--- config.mk ---
export PLATFORM = sky130hd
export DESIGN_NAME = dropout_grad_gate
export DESIGN_NICKNAME = d
export VERILOG_FILES = /design/src/rtl/dropout_grad_gate.sv
export SDC_FILE = /design/constraint.sdc
export NUM_CORES = 1
export LEC_CHECK = 0
export CELL_PAD_IN_SITES_DETAIL_PLACEMENT = 1
export CELL_PAD_IN_SITES_GLOBAL_PLACEMENT = 2
export CORE_ASPECT_RATIO = 1.1
export CORE_MARGIN = 3
export CORE_UTILIZATION = 40
export DETAILED_ROUTE_END_ITERATION = 12
export PLACE_DENSITY_LB_ADDON = 0.12
export SLEW_MARGIN = 10
export SYNTH_ARGS = -nofsm -noshare
export SYNTH_HDL_FRONTEND = slang
export SYNTH_SLANG_ARGS = --single-unit
export TNS_END_PERCENT = 10
--- constraint.sdc ---
create_clock -name clk -period 6 [get_ports clk]
set_input_delay 1.8 -clock clk [delete_from_list [all_inputs] [get_ports clk]]
set_output_delay 1.8 -clock clk [all_outputs]
set_load 0.02 [all_outputs]
--- src/rtl/dropout_grad_gate.sv ---
// Backward-pass dropout gate: queues forward keep-masks in a FIFO and applies the head
// mask to the returning gradient stream, with inverted-dropout rescaling and saturation.
module dropout_grad_gate #(
    parameter int N_NEURONS   = 8,
    parameter int DATA_W      = 8,
    parameter int MASK_DEPTH  = 4,
    parameter int SCALE_SHIFT = 1
) (
    input  logic                 clk,
    input  logic                 rst_n,
    input  logic                 ena,
    input  logic                 mask_wr,
    input  logic [N_NEURONS-1:0] mask_in,
    input  logic                 grad_valid,
    input  logic [DATA_W-1:0]    grad_in,
    output logic                 grad_ready,
    output logic                 out_valid,
    output logic [DATA_W-1:0]    out_data,
    output logic                 out_last,
    input  logic                 out_ready,
    output logic                 fifo_empty,
    output logic                 fifo_full,
    output logic                 overflow
);
    localparam int IW = (N_NEURONS > 1) ? $clog2(N_NEURONS) : 1;
    localparam int AW = (MASK_DEPTH > 1) ? $clog2(MASK_DEPTH) : 1;
    localparam int CW = $clog2(MASK_DEPTH + 1);
    localparam int WW = DATA_W + SCALE_SHIFT;
    localparam logic signed [WW-1:0] SAT_MAX = WW'((1 << (DATA_W - 1)) - 1);
    localparam logic signed [WW-1:0] SAT_MIN = ~SAT_MAX;

    typedef enum logic {S_WAIT, S_STREAM} state_t;

    state_t               r_state;
    logic [IW-1:0]        r_idx;
    logic [N_NEURONS-1:0] r_mem [MASK_DEPTH];
    logic [AW-1:0]        r_wp, r_rp;
    logic [CW-1:0]        r_cnt;
    logic                 r_ovf;
    logic                 r_out_valid, r_out_last;
    logic [DATA_W-1:0]    r_out_data;

    logic                 w_accept, w_last, w_pop, w_push, w_full, w_empty;
    logic [CW-1:0]        w_cnt_nxt;
    logic [N_NEURONS-1:0] w_head;
    logic signed [WW-1:0] w_wide;
    logic [DATA_W-1:0]    w_sat, w_elem;

    assign w_full     = (r_cnt == CW'(MASK_DEPTH));
    assign w_empty    = (r_cnt == '0);
    assign grad_ready = (r_state == S_STREAM) && ena && (!r_out_valid || out_ready);
    assign w_accept   = grad_valid && grad_ready;
    assign w_last     = (r_idx == IW'(N_NEURONS - 1));
    assign w_pop      = w_accept && w_last;
    // A push into a full FIFO is only legal when the head retires in the same cycle.
    assign w_push     = ena && mask_wr && (!w_full || w_pop);
    assign w_cnt_nxt  = r_cnt + CW'(w_push) - CW'(w_pop);

    assign w_head = r_mem[r_rp];
    assign w_wide = {{SCALE_SHIFT{grad_in[DATA_W-1]}}, grad_in} <<< SCALE_SHIFT;

    always_comb begin
        w_sat = w_wide[DATA_W-1:0];
        if (w_wide > SAT_MAX)      w_sat = SAT_MAX[DATA_W-1:0];
        else if (w_wide < SAT_MIN) w_sat = SAT_MIN[DATA_W-1:0];
    end

    assign w_elem = w_head[r_idx] ? w_sat : '0;

    always_ff @(posedge clk) begin
        if (w_push) r_mem[r_wp] <= mask_in;
    end

    always_ff @(posedge clk or negedge rst_n) begin
        if (!rst_n) begin
            r_wp  <= '0;
            r_rp  <= '0;
            r_cnt <= '0;
            r_ovf <= 1'b0;
        end else begin
            if (w_push) r_wp <= r_wp + AW'(1);
            if (w_pop)  r_rp <= r_rp + AW'(1);
            r_cnt <= w_cnt_nxt;
            if (ena && mask_wr && w_full && !w_pop) r_ovf <= 1'b1;
        end
    end

    always_ff @(posedge clk or negedge rst_n) begin
        if (!rst_n) begin
            r_state     <= S_WAIT;
            r_idx       <= '0;
            r_out_valid <= 1'b0;
            r_out_data  <= '0;
            r_out_last  <= 1'b0;
        end else begin
            case (r_state)
                S_WAIT: begin
                    r_idx <= '0;
                    if (!w_empty) r_state <= S_STREAM;
                end
                S_STREAM: begin
                    if (w_accept) begin
                        if (w_last) begin
                            r_idx <= '0;
                            if (w_cnt_nxt == '0) r_state <= S_WAIT;
                        end else begin
                            r_idx <= r_idx + IW'(1);
                        end
                    end
                end
                default: r_state <= S_WAIT;
            endcase

            if (w_accept) begin
                r_out_valid <= 1'b1;
                r_out_data  <= w_elem;
                r_out_last  <= w_last;
            end else if (out_ready) begin
                r_out_valid <= 1'b0;
            end
        end
    end

    assign out_valid  = r_out_valid;
    assign out_data   = r_out_data;
    assign out_last   = r_out_last;
    assign fifo_empty = w_empty;
    assign fifo_full  = w_full;
    assign overflow   = r_ovf;
endmodule

==> results by group <==
Route
  – Initial DRC Count: 55
  – Total number of vias: 1440
  – DR DRC count: 0
  – Vias/cell: 5.16
  – DRT Pass-1 Iters: 4
  – Antenna-violating nets left: 0
  – Post-Route WL: 4540 um
  – WL/cell: 16.3 um

Floorplan
  – Die Height: 87.2 um
  – Core Area: 0.00557 mm2
  – # IOs: 36
  – Initial core utilization: 43.0%
  – Die W: 79.8 um
  – FP Rows: 28
  – Die area: 0.00696 mm2

Yosys
  – Area contributors post-synth: edfxtp_1 40%, dfrtp_1 23%, mux2i_1 6.7%, mux4_2 3.8%, ha_1 3.7%
  – YS warnings: 0
  – Area share of the leading cell type in the synthesized netlist: 40.1%
  – Seq cells post-synth: 54
  – Syn_nets: 199
  – Count of flip-flops with a built-in enable after synthesis: 32
  – Cell area after synthesis: 0.00240 mm2
  – Top_reg_cell synth: edfxtp_1
  – Synth Area per Inst: 14.2 um2
  – Async set or reset register ratio after synthesis: 40.7%
  – Register area share after synthesis: 63.0%
  – Post-synth cell types: 36
  – Yosys top cell by area: edfxtp_1
  – Synthesized instance count: 169

Timing
  – Slew @ Worst Pin: 1000 ps
  – Final setup fails: 0
  – Minimum clock period: 5060 ps
  – Final worst-path cycle share: 84.3%
  – Slew Limit Fails: 0
  – Setup_tns: 0 ps
  – Unrepaired setup endpoints after global routing: false
  – Slew headroom: 33.1%
  – Final setup margin: 943 ps
  – Fmax: 0.198 GHz
  – Final hold violations: 0
  – Setup Skew: 12.7 ps

Cells and area
  – Share of post-route cells with drive strength above 1: 7.35%
  – NumNets Final: 233
  – Inserted Diodes: 0
  – Fillers: 553
  – Syn-to-layout area delta: 20.0%

Placement
  – Placer Congestion: 0.747
  – # port buffers: 35
  – Dpl hpwl: 3360 um
  – Pre-CTS WS: 933 ps

Clocking
  – Reg clk slew, reported paths: 100 ps
  – Hold Buf Count CTS: 0
  – CTS Buffer Depth: 2
  – Post-CTS sizing: 0
  – CTS tree: done
  – CTS Buf Count: 5
  – Clock root buffer: clkbuf_8
  – Sink Count: 54
  – Setup Fix Bufs, Post-CTS: 0
  – H-tree lvl count: 2
  – Worst-Skew Late Latency: 310 ps

Worst setup path
  – Worst path arrival time: 3260 ps
  – WS Path Type: in -> out
  – Required time of the critical path: 4200 ps
  – CP cell instances: clkdlybuf4s50_1, and2_1, and2_1, clkdlybuf4s50_1
  – Critical-path top delay cell: clkdlybuf4s50_1
  – Worst Setup End Kind: primary output
  – Register-to-register setup slack: 3160 ps
  – Crit path launch type: input port
  – Worst-path maximum fanout: 4
  – CP peak stage delay: 600 ps

Global routing
  – Tot GR Track Use: 14.5%
  – GR Util met3: 3.93%
  – Antenna violations before repair: 0
  – Largest net degree at the start of global routing: 23
  – Congestion Overflow GR: 0
  – Most used routing layer: met2
  – Grt met2 use: 25.1%
  – Met1 GRT Util: 18.0%
  – Global-route wire length before repair: 7700 um
  – Vias in the first global route: 1536

Power and ir drop
  – Static leakage: 1.08 nW
  – Pwr Density: 409 mW/mm2
  – Max VDD drop: 0.231 mV

Min path
  – Min-Delay Path Class: reg -> reg

Run
  – MaxCap Viol Count: 0

Run status
  – Outcome: complete, no violations
==> cells in the mapped netlist, types with 2 or more instances <==
library cell   n
edfxtp_1      32
dfrtp_1       22
nand2_1       18
mux2i_1       16
o21ai_0        9
ha_1           7
a21o_1         6
and2_1         6
clkbuf_1       6
o31ai_1        6
inv_1          5
mux4_2         4
nand3_1        4
xnor2_1        4
a21oi_1        2
o31ai_2        2
==> cell type report <==
type                       count  area [um2]  share of cell area [%]
clock inverter                 3        20.0                   0.696
tap                           75        93.8                    3.26
timing repair buffer          35         350                    12.2
clock buffer                   5        68.8                    2.39
multi-input combinational    102         813                    28.3
sequential                    54        1510                    52.5
inverter                       5        18.8                   0.652
==> power by group <==
| group | switching, mW | internal (mW) | leakage, nW |
|---|---|---|---|
| clock | 0.117 | 0.0823 | 0.0422 |
| combinational | 0.196 | 0.211 | 0.476 |
| sequential | 0.0894 | 0.482 | 0.562 |
| total | 0.402 | 0.775 | 1.08 |
==> kinds of logic after synthesis <==
family | count (synthesis) | share of synthesized area (%)
buffers and inverters | 13 | 3.03
AO/OA/AOI/OAI | 29 | 8.66
flip-flops | 54 | 63.0
adder cells (fa/ha/maj) | 8 | 4.49
AND/OR/NAND/NOR | 39 | 8.04
multiplexers | 21 | 10.9
XOR/XNOR | 5 | 1.83
==> layer usage <==
metal,wire length [um],part of all wire (%)
met3,204,4.5
met4,59,1.3
met5,0,0
met2,2310,51
met1,1970,43
==> critical path: cells and delay by family <==
| family | cells | cell delay (ps) |
|---|---|---|
| and+or+nand+nor | 2 | 330 |
| buffers and inverters | 2 | 1120 |
==> worst paths after layout <==
check / depth (start not counted) / endpoint / start
worst max-delay path: 4 / grad_ready / ena
worst max register to register: 11 / r_state / r_idx[0]
max in group asynchronous: 1 / r_idx[1] / rst_n
worst min-delay path: 2 / out_data[4] / out_data[4]
min in group asynchronous: 1 / out_data[1] / rst_n
worst min register to register: 2 / out_data[4] / out_data[4]
==> through the flow <==
| stage | cell area [um2] | total power [mW] | hold slack [ps] | std cells | utilization, % |
|---|---|---|---|---|---|
| floorplan | 2400 | 0.851 | 480 | 169 | - |
| global placement | 2790 | 0.971 | 461 | 271 | 50.0 |
| detailed placement | 2790 | 0.998 | 465 | 271 | 50.0 |
| CTS | 2880 | 1.20 | 489 | 279 | 51.6 |
| global route | 2880 | 1.26 | 515 | 279 | 51.6 |
| finish | 2880 | 1.18 | 482 | 279 | 51.6 |
==> cell usage in the layout, fill, tap and decap left out, types with 2 or more instances in the layout <==
cell / netlist / layout
o21ai_0: 9 / 9
inv_1: 5 / 5
clkdlybuf4s50_1: 0 / 35
mux2i_1: 16 / 16
and2_1: 6 / 6
mux4_2: 4 / 4
edfxtp_1: 32 / 32
ha_1: 7 / 7
a21o_1: 6 / 6
xnor2_1: 4 / 4
o31ai_1: 6 / 6
a21oi_1: 2 / 2
dfrtp_1: 22 / 22
nand3_1: 4 / 4
o31ai_2: 2 / 2
clkbuf_8: 0 / 5
nand2_1: 18 / 18
==> state kept, by name (all words and copies together) (netlist names) <==
register   count
r_mem         32
out_data       8
r_cnt          3
r_idx          3
r_rp           2
r_wp           2
out_last       1
out_valid      1
overflow       1
r_state        1
Power figures use the tool's default switching activity.
